$ cat src/rtl/branch_history_tracker.sv
// Global branch history tracker with an in-order checkpoint FIFO.
// Supplies speculative history at decode, trains the predictor at commit.
module branch_history_tracker #(
    parameter int HIST_W = 2,
    parameter int ADDR_W = 6,
    parameter int DEPTH  = 4,
    parameter int TAG_W  = 2
) (
    input  logic              clk,
    input  logic              rst,
    input  logic              dec_branch,
    input  logic [ADDR_W-1:0] dec_addr,
    input  logic              dec_prediction,
    output logic [HIST_W-1:0] dec_pattern,
    output logic              dec_full,
    output logic [TAG_W-1:0]  dec_tag,
    input  logic              rob_commit,
    input  logic              rob_taken,
    input  logic              rob_mispredict,
    output logic              brp_update,
    output logic [HIST_W-1:0] rob_pattern,
    output logic [ADDR_W-1:0] rob_addr,
    output logic              rob_prediction,
    output logic [TAG_W:0]    count
);

    typedef struct packed {
        logic [HIST_W-1:0] pattern;
        logic [ADDR_W-1:0] addr;
        logic              prediction;
    } entry_t;

    entry_t            mem [DEPTH];
    logic [HIST_W-1:0] spec_hist;
    logic [HIST_W-1:0] arch_hist;
    logic [HIST_W-1:0] arch_next;
    logic [TAG_W-1:0]  head;
    logic [TAG_W-1:0]  tail;
    logic              push;
    logic              pop;
    logic              flush;

    assign dec_full    = (count == (TAG_W+1)'(DEPTH));
    assign dec_pattern = spec_hist;
    assign dec_tag     = tail;

    // A mispredict at commit wins over a same-cycle decode push.
    always_comb begin
        pop       = rob_commit & (count != '0);
        flush     = pop & rob_mispredict;
        push      = dec_branch & ~dec_full & ~(rob_commit & rob_mispredict);
        arch_next = {arch_hist[HIST_W-2:0], rob_taken};
    end

    // Checkpoint storage; contents are don't-care until pushed.
    always_ff @(posedge clk) begin
        if (push) begin
            mem[tail] <= '{pattern: spec_hist,
                           addr: dec_addr,
                           prediction: dec_prediction};
        end
    end

    // FIFO pointers and occupancy; a flush empties everything.
    always_ff @(posedge clk or posedge rst) begin
        if (rst) begin
            head  <= '0;
            tail  <= '0;
            count <= '0;
        end else if (flush) begin
            head  <= '0;
            tail  <= '0;
            count <= '0;
        end else begin
            if (push)
                tail <= tail + 1'b1;
            if (pop)
                head <= head + 1'b1;
            if (push && !pop)
                count <= count + 1'b1;
            else if (pop && !push)
                count <= count - 1'b1;
        end
    end

    // Speculative and architectural history registers.
    always_ff @(posedge clk or posedge rst) begin
        if (rst) begin
            spec_hist <= '0;
            arch_hist <= '0;
        end else begin
            if (pop)
                arch_hist <= arch_next;
            if (flush)
                spec_hist <= arch_next;
            else if (push)
                spec_hist <= {spec_hist[HIST_W-2:0], dec_prediction};
        end
    end

    // Registered training port; strobe pulses one cycle after each pop.
    always_ff @(posedge clk or posedge rst) begin
        if (rst) begin
            brp_update     <= 1'b0;
            rob_pattern    <= '0;
            rob_addr       <= '0;
            rob_prediction <= 1'b0;
        end else begin
            brp_update <= pop;
            if (pop) begin
                rob_pattern    <= mem[head].pattern;
                rob_addr       <= mem[head].addr;
                rob_prediction <= rob_taken;
            end
        end
    end

endmodule

$ cat config.mk
export PLATFORM = sky130hd
export DESIGN_NAME = branch_history_tracker
export DESIGN_NICKNAME = d
export VERILOG_FILES = /design/src/rtl/branch_history_tracker.sv
export SDC_FILE = /design/constraint.sdc
export NUM_CORES = 1
export LEC_CHECK = 0
export BUFFER_PORTS_ARGS = -buffer_cell sky130_fd_sc_hd__buf_2
export CORE_MARGIN = 3
export CORE_UTILIZATION = 50
export CTS_CLUSTER_DIAMETER = 200
export CTS_CLUSTER_SIZE = 12
export DETAILED_ROUTE_END_ITERATION = 8
export PLACE_DENSITY = 0.71
export SYNTH_ARGS = -nofsm -noshare
export SYNTH_HDL_FRONTEND = slang
export SYNTH_SLANG_ARGS = --single-unit
$ cat constraint.sdc
create_clock -name clk -period 4.3 [get_ports clk]
set_input_delay 1.075 -clock clk [delete_from_list [all_inputs] [get_ports clk]]
set_output_delay 1.075 -clock clk [all_outputs]
set_load 0.1 [all_outputs]
# == Word level (Yosys, flattened, before mapping) ==
# Memories as Yosys holds them, arrays and structs flattened. A register that Yosys moved wholly into a read port is not among the register bits.
# Cells that the tools add are included.
# totals
reg_bits,12
mem_bits_rw,36
input_bits,13
out_inout_bits,18
word_cells,39
n_memories,1
# memory_table
name,words,width,read_ports,rd_clocked_by_memory_dff,write_ports,line,rtl
mem,4,9,1,1,1,33,entry_t mem [DEPTH];
# classes
add_sub_neg,4
n_eq_ne,1
muxes,11
n_bitwise,7
reduce_logical,8
# ops
operator,n
two-way mux 2 bit,6
two-way mux 3 bit,3
nonzero test 3 bit,2
AND 1 bit,5
"adder 2 x 1 -> 2 bit, second input constant",2
nonzero test 2 bit,2
"adder 3 x 1 -> 3 bit, second input constant",1
"equality test 3 bit, second input constant",1
"subtractor 3 x 1 -> 3 bit, second input constant",1
logical AND 1 bit,2
zero test 1 bit,2
two-way mux 1 bit,2
inverter 1 bit,2

# == Logic depth before layout (Yosys ltp) ==
# depth
depth_word,9
mapped_depth,9
mapped_depth_nobuf,8

# == Worst setup path before layout ==
# No wires, ideal clock.
# synth_path
kind,register to output
start,register count[2]
end,output port dec_full
t_arrival_ns,1.991
required_ns,3.225
slack_ns,1.234
path_stages_with_launch,3
path_buffers,1
path_cell_list,dfrtp_1 -> buf_2 -> and2_1
# synth_between
elab_chain_cells,1
# synth_rtl
element,line,rtl
"start, declared",24,output logic [TAG_W:0] count
"start signal, assigned",80,count <= count + 1'b1;
"start signal, assigned",82,count <= count - 1'b1;
equality test 3 bit,43,assign dec_full = (count == (TAG_W+1)'(DEPTH));
"end, declared",15,"output logic dec_full,"
# Every way passes these cells.

# == Final worst setup path ==
# layout_path
start,register count[0]
end,output port dec_full
# Same word-level chain as after synthesis.

==> impl_metrics.yaml <==
routing:
  drt-pass1-iter-count: 4
  wl_um: 3770
  drc: 0
  via_per_inst: 5.504
  ant_nets: 0
  vias: 1288
  drtIter0Drc: 52
  wire_per_inst_um: 16.11
min_path:
  hold_start: "rob_addr[0]"
  hold_class: "flop to flop"
yosys:
  synthArstFlopShare_pct: 37.25
  synth-seq-area-share_pct: 66.78
  netlist_instances: 151
  synthTopCellsByArea: "edfxtp_1 45%, dfrtp_1 22%, mux4_2 8.4%, nand2_1 6.1%, ha_1 2.3%"
  synth_top_area_share_pct: 44.68
  synth.most_common_cell: "nand2_1"
  synth_edf_count: 32
  yosysWarnings: 0
  synth_nets: 169
  synth_ff_type: "edfxtp_1"
  syn_area_um2: 2151
  ys_ff_latch: 51
  syn_avg_cell_area_um2: 14.24
  yosysTopAreaCell: "edfxtp_1"
  synth_cell_type_count: 25
  synthTopCellsByCount: "35 x nand2_1, 32 x edfxtp_1, 19 x dfrtp_1"
grt:
  grt_pass1_wl_um: 6382
  grt_antenna_before_repair: 0
  grt_max_degree: 20
  overflow: 0
  grt_usage_pct: 16.67
  grt_pass1_vias: 1337
placement:
  pre_cts_slack_ps: 1336
  gp_congestion: 0.8534
  dp_hpwl_um: 2525
  portBuffers: 30
die:
  coreArea_um2: 4086
  io_pins: 31
  start_util_pct: 52.63
  die_width_um: 71.59
  rows: 23
  fp.dieH_um: 71.59
  die_area_um2: 5124
run:
  drv_cap: 0
final_layout:
  diodes: 0
  synthToLayoutAreaGrowth_pct: 12.86
  nets: 201
  drive_gt1_share_pct: 27.17
clock_tree:
  clkSlewWorstSetupHoldPaths_ps: 90
  root_buffer: "clkbuf_8"
  post_cts_resized: 0
  cts_hold_buf: 0
  clock_path_buffers: 2
  cts_made_buffers: 5
  postCtsSetupBuffers: 0
  cts_tree: "yes"
  clock_sinks: 51
  clock_latency_ps: 300
  h-tree-depth: 2
critical_path:
  crit_family: "flip-flops"
  worstPathCellList: "nor2_2, and2_1, buf_2"
  r2r-start: "count[0]"
  cpMaxStageDelayCell: "dfrtp_1"
  cp_num_buf_inv: 1
  path_class: "flop to output port"
  critPathRequiredTime_ps: 3220
  arrival_ps: 1690
  critPathMaxStageDelay_ps: 500
  path_max_fanout: 9
  crit_path_end_kind: "output port"
  timing.critical_path.from: "count[0]"
  startpoint_type: "flop"
timing:
  worst_pin_slew_ps: 734.2
  hold_viol: 0
  setup_viol: 0
  finalMaxSlewViolations: 0
  post-route-period-util_pct: 64.30
  clock.fmax_mhz: 361.6
  rsz0062_at_grt: "no"
  period_minus_slack_ps: 2765
  setup_tns_ps: 0
  slew_headroom_pct: 51.00
  layout_setup_ws_ps: 1535
  skew_ps: 4.053
outcome:
  status: "completed"
sequential cells by signal, indices dropped and copies added (netlist names):
signal,cells
arch_hist,1
brp_update,1
count,3
dec_pattern,2
dec_tag,2
head,2
mem,32
rob_addr,6
rob_pattern,2
per-layer routing:
layer	track usage (%)	vias to the layer above	part of all wire (%)
li1	-	602	-
met1	19.71	633	40
met2	28.47	45	51
met3	4.348	8	6.3
met4	7.724	0	2.8
met5	0	-	0
kinds of logic after synthesis:
group,count (synthesis),synth area share [%]
xor+xnor,1,0.4073
buf+inv,14,2.734
flops,51,66.78
compound gates,14,5.119
simple gates,52,10.30
mux,14,11.40
fa+ha+maj,5,3.258
worst paths after layout:
| check | to | slack [ps] | depth (start not counted) |
|---|---|---|---|
| min reg2reg | rob_addr[0] | 470 | 2 |
| min in group asynchronous | rob_addr[2] | 880 | 2 |
| max reg2reg | count[2] | 1940 | 8 |
| min | rob_addr[0] | 470 | 2 |
| max | dec_full | 1530 | 3 |
| max in group asynchronous | count[1] | 2950 | 2 |
metrics by stage:
stage | instances | cell area [µm²] | hold slack (ps) | util (%)
after floorplan | 151 | 2151 | 625.3 | -
after global placement | 226 | 2342 | 452.8 | 57.32
after detailed placement | 226 | 2342 | 458.2 | 57.32
after CTS | 234 | 2427 | 479.9 | 59.40
after global routing | 234 | 2427 | 500.8 | 59.40
final | 234 | 2427 | 472.5 | 59.40
area by class of cell:
class,count,area (µm²)
Clock buffer,6,72.57
Clock inverter,2,12.51
Fill cell,337,1659
Inverter,8,30.03
Multi-Input combinational cell,86,655.6
Sequential cell,51,1436
Tap cell,50,62.56
Timing Repair Buffer,31,157.7
cells in the final DEF (no fill, tap or decap), drive strengths merged:
cell      instances
fa                1
edfxtp           32
a221o             1
mux2i             5
mux4              8
o21ai             7
o31ai             2
buf              31
nor3              1
a21oi             1
clkinvlp          1
ha                4
inv               8
nand3             3
xnor2             1
clkbuf            6
or4b              1
and2              5
clkinv            1
o21a              1
nand2            35
a221oi            1
nor2              7
dfrtp            19
o311a             1
mux2              1
worst reg2reg max path: cells and delay by family (launching register included):
kind            cells  cell delay, ps
flops               1             550
buf+inv             1              90
fa+ha+maj           1             450
simple gates        3             380
compound gates      3             790
Power is not shown: default switching activity piles up to over one toggle a cycle in this logic, so the estimate is an artifact.
